## config.mk

```make
export PLATFORM = sky130hd
export DESIGN_NAME = div_seq_flat
export DESIGN_NICKNAME = d
export VERILOG_FILES = /design/src/rtl/div_pkg.sv /design/src/rtl/div_seq_if.sv /design/src/rtl/div_step.sv /design/src/rtl/div_seq.sv /design/src/flat_wrapper.sv
export SDC_FILE = /design/constraint.sdc
export NUM_CORES = 1
export LEC_CHECK = 0
export BUFFER_PORTS_ARGS = -buffer_cell sky130_fd_sc_hd__buf_2
export CORE_AREA = 4 4 172 132
export CTS_CLUSTER_SIZE = 10
export DETAILED_ROUTE_END_ITERATION = 12
export DIE_AREA = 0 0 176 136
export GPL_TIMING_DRIVEN = 1
export PLACE_DENSITY = 0.81
export SYNTH_ARGS = -nofsm -noshare
export SYNTH_HDL_FRONTEND = slang
export SYNTH_SLANG_ARGS = --single-unit
```

## constraint.sdc

```tcl
create_clock -name clk -period 3.2 [get_ports clk]
set_clock_uncertainty 0.1 [all_clocks]
set_input_delay 0 -clock clk [delete_from_list [all_inputs] [get_ports clk]]
set_output_delay 0 -clock clk [all_outputs]
set_load 0.02 [all_outputs]
```

## src/rtl/div_pkg.sv

```systemverilog
// Shared types and sizing for the sequential divider.
// States, default operand width and iteration-counter width.
package div_pkg;

  typedef enum logic [1:0] {
    IDLE = 2'd0,
    CALC = 2'd1,
    FIX  = 2'd2,
    ZERO = 2'd3
  } div_state_t;

  localparam int DIV_WIDTH = 32;
  localparam int DIV_CNT_W = $clog2(DIV_WIDTH) + 1;

endpackage

```

## src/rtl/div_seq_if.sv

```systemverilog
// Operand/result bundle between the control unit and div_seq.
// DIV_UNSIGNED_EN adds the div_unsigned request qualifier.
interface div_seq_if import div_pkg::*; #(
  parameter int WIDTH = DIV_WIDTH
);
  logic             start;
  logic [WIDTH-1:0] dividend;
  logic [WIDTH-1:0] divisor;
  logic [WIDTH-1:0] hi;
  logic [WIDTH-1:0] lo;
  logic             done;
  logic             div_zero;
  logic             busy;
`ifdef DIV_UNSIGNED_EN
  logic             div_unsigned;

  modport master (output start, dividend, divisor, div_unsigned,
                  input  hi, lo, done, div_zero, busy);
  modport slave  (input  start, dividend, divisor, div_unsigned,
                  output hi, lo, done, div_zero, busy);
`else
  modport master (output start, dividend, divisor,
                  input  hi, lo, done, div_zero, busy);
  modport slave  (input  start, dividend, divisor,
                  output hi, lo, done, div_zero, busy);
`endif
endinterface

```

## src/rtl/div_step.sv

```systemverilog
// One restoring-division step: shift in the next dividend bit, trial-subtract.
// Purely combinational.
module div_step import div_pkg::*; #(
  parameter int WIDTH = DIV_WIDTH
) (
  input  logic [WIDTH-1:0] rem,
  input  logic             q_msb,
  input  logic [WIDTH-1:0] dvs,
  output logic [WIDTH-1:0] rem_nxt,
  output logic             q_bit
);
  // Keep the bit shifted out of rem: with unsigned operands rem can use the full width.
  logic [WIDTH:0] shifted;
  logic [WIDTH:0] diff;

  assign shifted = {rem, q_msb};
  assign diff    = shifted - {1'b0, dvs};
  assign q_bit   = ~diff[WIDTH];
  assign rem_nxt = q_bit ? diff[WIDTH-1:0] : shifted[WIDTH-1:0];
endmodule

```

## src/rtl/div_seq.sv

```systemverilog
// Multicycle signed divider (MIPS DIV): hi=remainder, lo=quotient; DIV_UNSIGNED_EN adds DIVU.
// Latency: done/hi/lo after WIDTH+1 edges past the accepting edge; divide-by-zero after 1.
// No backpressure: start is honoured only in IDLE, requests while busy are dropped.
module div_seq import div_pkg::*; #(
  parameter int WIDTH = DIV_WIDTH
) (
  input logic       clk,
  input logic       reset,
  div_seq_if.slave  bus
);
  localparam int CNT_W = $clog2(WIDTH) + 1;

  div_state_t       state, state_nxt;
  logic [CNT_W-1:0] cnt;
  logic [WIDTH-1:0] rem, q, dvs, hi_r, lo_r;
  logic             sq, sr, done_r, div_zero_r;
  logic             uns, a_neg, b_neg;
  logic [WIDTH-1:0] a_mag, b_mag, step_rem;
  logic             step_bit;

`ifdef DIV_UNSIGNED_EN
  assign uns = bus.div_unsigned;
`else
  assign uns = 1'b0;
`endif

  assign a_neg = bus.dividend[WIDTH-1] & ~uns;
  assign b_neg = bus.divisor[WIDTH-1]  & ~uns;
  assign a_mag = a_neg ? -bus.dividend : bus.dividend;
  assign b_mag = b_neg ? -bus.divisor  : bus.divisor;

  div_step #(.WIDTH(WIDTH)) u_step (
    .rem     (rem),
    .q_msb   (q[WIDTH-1]),
    .dvs     (dvs),
    .rem_nxt (step_rem),
    .q_bit   (step_bit)
  );

  always_ff @(posedge clk or negedge reset) begin
    if (!reset) state <= IDLE;
    else        state <= state_nxt;
  end

  always_comb begin
    state_nxt = state;
    case (state)
      IDLE: if (bus.start) state_nxt = (bus.divisor == '0) ? ZERO : CALC;
      CALC: if (cnt == CNT_W'(WIDTH - 1)) state_nxt = FIX;
      FIX:  state_nxt = IDLE;
      ZERO: state_nxt = IDLE;
      default: state_nxt = IDLE;
    endcase
  end

  always_ff @(posedge clk or negedge reset) begin
    if (!reset) begin
      cnt        <= '0;
      rem        <= '0;
      q          <= '0;
      dvs        <= '0;
      sq         <= 1'b0;
      sr         <= 1'b0;
      hi_r       <= '0;
      lo_r       <= '0;
      done_r     <= 1'b0;
      div_zero_r <= 1'b0;
    end else begin
      done_r     <= 1'b0;
      div_zero_r <= 1'b0;
      case (state)
        IDLE: begin
          if (bus.start && bus.divisor != '0) begin
            q   <= a_mag;
            dvs <= b_mag;
            rem <= '0;
            cnt <= '0;
            sq  <= a_neg ^ b_neg;
            sr  <= a_neg;
          end
        end
        CALC: begin
          rem <= step_rem;
          q   <= {q[WIDTH-2:0], step_bit};
          cnt <= cnt + 1'b1;
        end
        FIX: begin
          lo_r   <= sq ? -q : q;
          hi_r   <= sr ? -rem : rem;
          done_r <= 1'b1;
        end
        ZERO: begin
          done_r     <= 1'b1;
          div_zero_r <= 1'b1;
        end
        default: ;
      endcase
    end
  end

  assign bus.hi       = hi_r;
  assign bus.lo       = lo_r;
  assign bus.done     = done_r;
  assign bus.div_zero = div_zero_r;
  assign bus.busy     = (state != IDLE);
endmodule

```

## src/flat_wrapper.sv

```systemverilog
// flat-port wrapper written by rule: the top's interface ports become plain ports
module div_seq_flat import div_pkg::*;
#(
  parameter int WIDTH = DIV_WIDTH
)
  (clk, reset, bus_start, bus_dividend, bus_divisor, bus_hi, bus_lo, bus_done, bus_div_zero, bus_busy);
  div_seq_if #(.WIDTH(WIDTH)) bus_i ();
  input logic clk;
  input logic reset;
  input wire logic [$bits(bus_i.start)-1:0] bus_start;
  input wire logic [$bits(bus_i.dividend)-1:0] bus_dividend;
  input wire logic [$bits(bus_i.divisor)-1:0] bus_divisor;
  output wire logic [$bits(bus_i.hi)-1:0] bus_hi;
  output wire logic [$bits(bus_i.lo)-1:0] bus_lo;
  output wire logic [$bits(bus_i.done)-1:0] bus_done;
  output wire logic [$bits(bus_i.div_zero)-1:0] bus_div_zero;
  output wire logic [$bits(bus_i.busy)-1:0] bus_busy;
  assign bus_i.start = bus_start;
  assign bus_i.dividend = bus_dividend;
  assign bus_i.divisor = bus_divisor;
  assign bus_hi = bus_i.hi;
  assign bus_lo = bus_i.lo;
  assign bus_done = bus_i.done;
  assign bus_div_zero = bus_i.div_zero;
  assign bus_busy = bus_i.busy;
  div_seq #(.WIDTH(WIDTH)) u_core (.clk(clk), .reset(reset), .bus(bus_i));
endmodule
```

* After elaboration in Yosys (flattened, before gate mapping)
Index checks and enable logic that the tools add are counted.
Word-level totals: input port bits 67, output and inout bits 67, register bits after elaboration 172
Cells by class: muxes and demuxes 17, add/sub/neg operators 6, bitwise gates (word level) 2, eq/ne operators 7, reductions and logical operators 10
Operators by type and width (number):
- 32-bit 2-to-1 mux | 7
- 32-bit negation | 4
- 32-bit one-hot mux with 2 select lines | 2
- 33-bit by 32-bit subtractor with 33-bit output | 1
- 32-bit logical NOT | 1
- 32-bit nonzero test | 1
- 6-bit one-hot mux with 2 select lines | 1
- 6-bit by 1-bit adder with 6-bit output, second input constant | 1
- 6-bit by 5-bit == test with 1-bit output, second input constant | 1
- 2-bit 2-to-1 mux | 3
- 6-bit 2-to-1 mux | 1
- 2-bit one-hot mux with 3 select lines | 1
- 2-bit AND reduction | 3
- 2-bit == test, second input constant | 2
- 2-bit by 1-bit != test with 1-bit output, second input constant | 2
- 2-bit nonzero test | 2
- 2-bit by 1-bit == test with 1-bit output, second input constant | 1
- 2-bit logical NOT | 1
- 1-bit 2-to-1 mux | 2
- 2-bit != test, second input constant | 1
- 2-bit OR reduction | 1
- 1-bit logical AND | 1
- 1-bit inverter | 1
- 1-bit XOR | 1

* Depth between registers and ports, before layout
word-level depth 4, depth in mapped cells 13, mapped depth without buffers 12

* Modules after synthesis
From an unflattened synthesis, not the netlist that was laid out.
Unflattened totals: cells, all modules 1296, area total of the unflattened synthesis 11483.5 µm²
By module, submodules not included:
- div_seq | times used 1, cells an instance 991, area an instance 9125.0 µm², seq. area each 4304.1 µm²
- div_step | times used 1, cells an instance 305, area an instance 2358.5 µm², seq. area each 0.0 µm²

* Least setup slack after synthesis
Ideal clock, no wire load.
path type flip-flop to flip-flop, from register u_core.rem[8], to register u_core.rem[16], arrival time 3.111 ns, period minus slack after synthesis 3.343 ns, library setup time 0.132 ns, path slack -0.143 ns, cell stages (with the launch flop) 12, required time 2.968 ns, buffers on the path 1, cell sequence dfrtp_1 > ha_1 > a21o_1 > a21o_1 > a2111o_1 > o21a_1 > a41oi_1 > o21ai_1 > xnor2_2 > buf_2 > mux2i_1 > o21ai_1
Between the ends: cells in the longest elaborated chain, start to end 3
RTL lines:
- start, declared | RTL line div_seq.sv:15 | logic [WIDTH-1:0] rem, q, dvs, hi_r, lo_r;
- start signal, assigned | RTL line div_seq.sv:83 | rem <= step_rem;
- 33-bit by 32-bit subtractor with 33-bit output | RTL line div_step.sv:17 | assign diff = shifted - {1'b0, dvs};
- 32-bit 2-to-1 mux | RTL line div_step.sv:19 | assign rem_nxt = q_bit ? diff[WIDTH-1:0] : shifted[WIDTH-1:0];
- 32-bit one-hot mux with 2 select lines | RTL line div_seq.sv:71 | case (state)
No other way between the ends. A chain may end at the register's enable or synchronous reset.

* Worst setup path in the final report
from register u_core.dvs[9], to register u_core.rem[3]
Between the ends: cells in the longest elaborated chain, start to end 3
RTL lines:
- start, declared | RTL line div_seq.sv:15
- start signal, assigned | RTL line div_seq.sv:75 | dvs <= b_mag;
- 33-bit by 32-bit subtractor with 33-bit output | RTL line div_step.sv:17
- 32-bit 2-to-1 mux | RTL line div_step.sv:19
- 32-bit one-hot mux with 2 select lines | RTL line div_seq.sv:71
No other way between the ends.

==> metrics.md <==
| Metric | Value |
|---|---|
| Status | complete, but fails checks |
| Failing checks | negative setup slack |
| Worst EP required | 3420 ps |
| Core Rows | 46 |
| Commonest non-fill, non-tap cell in the layout | dfrtp_1 |
| Final net count | 1612 |
| Dominant cell type by area after synthesis | dfrtp_1 |
| Measured slew at the worst slew-check pin | 1260 ps |
| Netlist cell types | 72 |
| CP Capture Type | flip-flop |
| Switching part of the total power | 46.9% |
| Hold path start | bus_divisor[8] |
| Total number of vias | 10800 |
| Grt met1 use | 42.2% |
| Skew-Pair Late Insertion Delay | 450 ps |
| Routability cong. | 0.923 |
| Worst min path class | input pin to flip-flop |
| Die area | 23900 um^2 |
| Area growth from synthesis to layout | 32.3% |
| Clk slew on worst S/H paths | 80 ps |
| Post-DR vias/cell | between 5 and 6 |
| Clock network fraction of total power | 12.4% |
| Combinational Power Share | 63.9% |
| Family with the most delay on the worst path | compound AO/OA/AOI/OAI gates |
| Largest cells by area after synthesis | dfrtp_1, xor2_1, nand2_1 |
| Slowest library cell on the worst path | a2111o_1 |
| Critical path buffers and inverters | 3 |
| Initial core utilization | 52.5% |
| Unrepaired setup endpoints after global routing | true |
| Fillcell total | 1552 |
| Post-route ant nets | 0 |
| Port Buffers | between 100 and 150 |
| Max-slew violation count | 0 |
| # H-tree levels | 4 |
| Num CTS Buffers | 17 |
| Antenna violations before repair | 0 |
| Avg Cell Area, Syn | 8.80 um^2 |
| CORE AREA | 21000 um^2 |
| Max VDD drop | around 0.0007 V |
| Synth Register Bits | 172 |
| GRT met2 Usage | 40.9% |
| Worst rel slew slack | around 16% |
| Sw Pwr | a little over 8 mW |
| Clock sinks | 172 |
| Post-DP HPWL | 23.2 mm |
| Net Count, Synth | between 1000 and 1500 |
| GRT busiest layer | met1 |
| First-pass GRT wire length | 54.3 mm |
| Peak Freq | 307 MHz |
| PD cells | 1200 nW/um^2 |
| Leak | 6.66 nW |
| Drt first pass iters | 6 |
| Gate Count Post-Synth | 1249 |
| Post-synth EDFFs | 0 |
| Routed WL per cell | 19.8 um |
| Most frequent cells in the layout | dfrtp_1, nand2_1, buf_2, xor2_1, dlygate4sd3_1 |
| Post-route setup TNS | -143 ps |
| Post-synthesis sequential area ratio | 39.1% |
| Largest net degree at the start of global routing | 89 |
| Residual DRC | 0 |
| Most frequent CP cell | a21o_1 |
| Data arrival time of the worst path | ~3500 ps |
| Worst setup path start | u_core.dvs[9]$_DFFE_PN0P_ |
| Die H | between 100 and 150 um |
| Max clock buf depth | 2 |
| Die Span X | ~180 um |
| Internal power | 9.27 mW |
| Top_reg_cell synth | dfrtp_1 |
| Initial DRC count | 1179 |
| Cell area after synthesis | 11000 um^2 |
| Layout cells sized above 1 | around 22% |
| Ant. Diodes | 0 |
| Total GRT Usage | 28.5% |
| Flop pwr share | 23.7% |
| Remaining global-route overflow | 0 |
| Global-route met3 utilization | under 10% |
| Final WS setup | -56.8 ps |
| Asr flop ratio synth | 100% |
| Crit path kind | flip-flop to flip-flop |
| Hold WS | between 5 and 6 ps |
| Number of global-route vias before repair | 10100 |
| Ys Warns | 0 |
| Root Driver | clkbuf_16 |
| Final setup violation count | 7 |
| Final worst path period share | 102% |
| Hold violation count in the final report | 0 |
| Tmin final | between 3000 and 4000 ps |
| Nature of the critical path startpoint | flip-flop |
| Crit Path Max Fanout | 8 |
| I/O pin count | 134 |
| Max_cap viols | 0 |
| Cell Chain, Critical Path | inv_2 > ha_4 > a21o_1 > a21o_1 > a2111o_1 > o21a_1 > a41oi_2 > o21ai_2 > xnor2_4 > buf_6 > clkbuf_16 > o311ai_1 |
| CTS tree | done |
| Synth top area share | 39.1% |
| Crit-path max cell delay | 450 ps |
| Drt total wl | 35.8 mm |
| Worst r2r src | u_core.dvs[9]$_DFFE_PN0P_ |
## layer usage
layer / vias to the layer above / share of wire, % / wire length (um)
met5: - / 0 / 0
met4: 0 / 1.8 / 642
met3: 64 / 11 / 4060
met2: 598 / 42 / 15000
met1: 5140 / 45 / 16100
li1: 5026 / - / -
## final timing paths
kind / to / slack (ps) / cells after the start
worst max-delay path: u_core.rem[3]$_DFFE_PN0P_ / -60 / 12
worst min-delay path: u_core.dvs[9]$_DFFE_PN0P_ / 5 / 4
worst max register to register: u_core.rem[3]$_DFFE_PN0P_ / -60 / 12
worst min register to register: u_core.bus.hi[11]$_DFFE_PN0P_ / 380 / 2
max in group asynchronous: u_core.dvs[7]$_DFFE_PN0P_ / 2020 / 3
min in group asynchronous: u_core.dvs[31]$_DFFE_PN0P_ / 100 / 2
## sequential cells by signal, summed over array words and instances, names as in the netlist
name	count
u_core.bus.div_zero	1
u_core.bus.done	1
u_core.bus.hi	32
u_core.bus.lo	32
u_core.cnt	6
u_core.dvs	32
u_core.q	32
u_core.rem	32
u_core.sq	1
u_core.sr	1
u_core.state	2
## kinds of logic (layout without fill, tap and decap cells)
family	after synthesis	count (layout)	share of synthesized area (%)
and+or+nand+nor	378	378	16.4
DFF	172	172	39.1
buffers and inverters	117	388	4.07
adders and majority gates	38	38	4.39
muxes	17	17	1.55
AOI/OAI and AO/OA	377	377	22.5
xor gates and xnor gates	150	150	12.0
## timing repair
item                                    in CTS  in global routing
hold endpoints to repair                   152                  0
cloned                                       2                  2
pin swaps                                   10                 29
gates resized for setup                     13                 60
hold buffers                                83                  0
endpoints found under the setup margin      19                 79
buffers inserted                             4                  8
## power groups by stage
stage                     Clock (mW)  Sequential [mW]  Combinational [mW]
after floorplan                    0             3.95                6.04
after global placement             0             3.98                8.82
after detailed placement           0             4.04                9.03
after CTS                       2.17             4.03                9.66
after global routing            2.27             4.21                12.0
final                           2.16             4.13                11.2
## cell type report
type | instances | area, um^2 | share of cell area [%]
multi-input combinational | 960 | 6730 | 46.3
timing repair buffer | 308 | 2350 | 16.2
clock buffer | 17 | 425 | 2.92
inverter | 48 | 180 | 1.24
sequential | 172 | 4300 | 29.6
clock inverter | 15 | 199 | 1.37
tap | 288 | 360 | 2.48
## synth_stat cells (all sizes together) (3+ instances only)
cell type	instances
dfrtp	172
nand2	170
o21ai	154
xor2	124
nor2	70
clkbuf	56
a21oi	54
inv	47
ha	37
o31ai	34
nand3	33
xnor2	26
or4	23
o41ai	22
o311ai	20
a221o	19
a21o	17
mux2i	17
nand2b	16
or3	16
buf	13
nor4	11
nor3	10
nand4	9
a22oi	8
a21boi	6
o21a	6
nor2b	5
o21bai	5
or2	4
a31oi	3
and2	3
and3	3
o2111ai	3
o211ai	3
o221ai	3
## through the flow
stage	util [%]	std cells	worst slack, ps	power, mW	instance area, um^2
2_1_floorplan	-	1249	11.8	9.99	11000
3_3_place_gp	59.5	1677	-9.02	12.8	12500
4_1_cts	67.2	1798	-14.9	15.9	14100
5_1_grt	69.5	1808	-214	18.5	14600
6_report	69.5	1808	-56.8	17.4	14600
3_5_place_dp	59.5	1677	-53.1	13.1	12500
## worst reg2reg max path: cells and delay by family (launching register included)
kind	cells	cell delay (ps)
flops	1	390
buf+inv	3	440
xor+xnor	1	220
compound gates	7	1790
fa+ha+maj	1	200
Note: power is estimated with default switching activity, not from simulation.
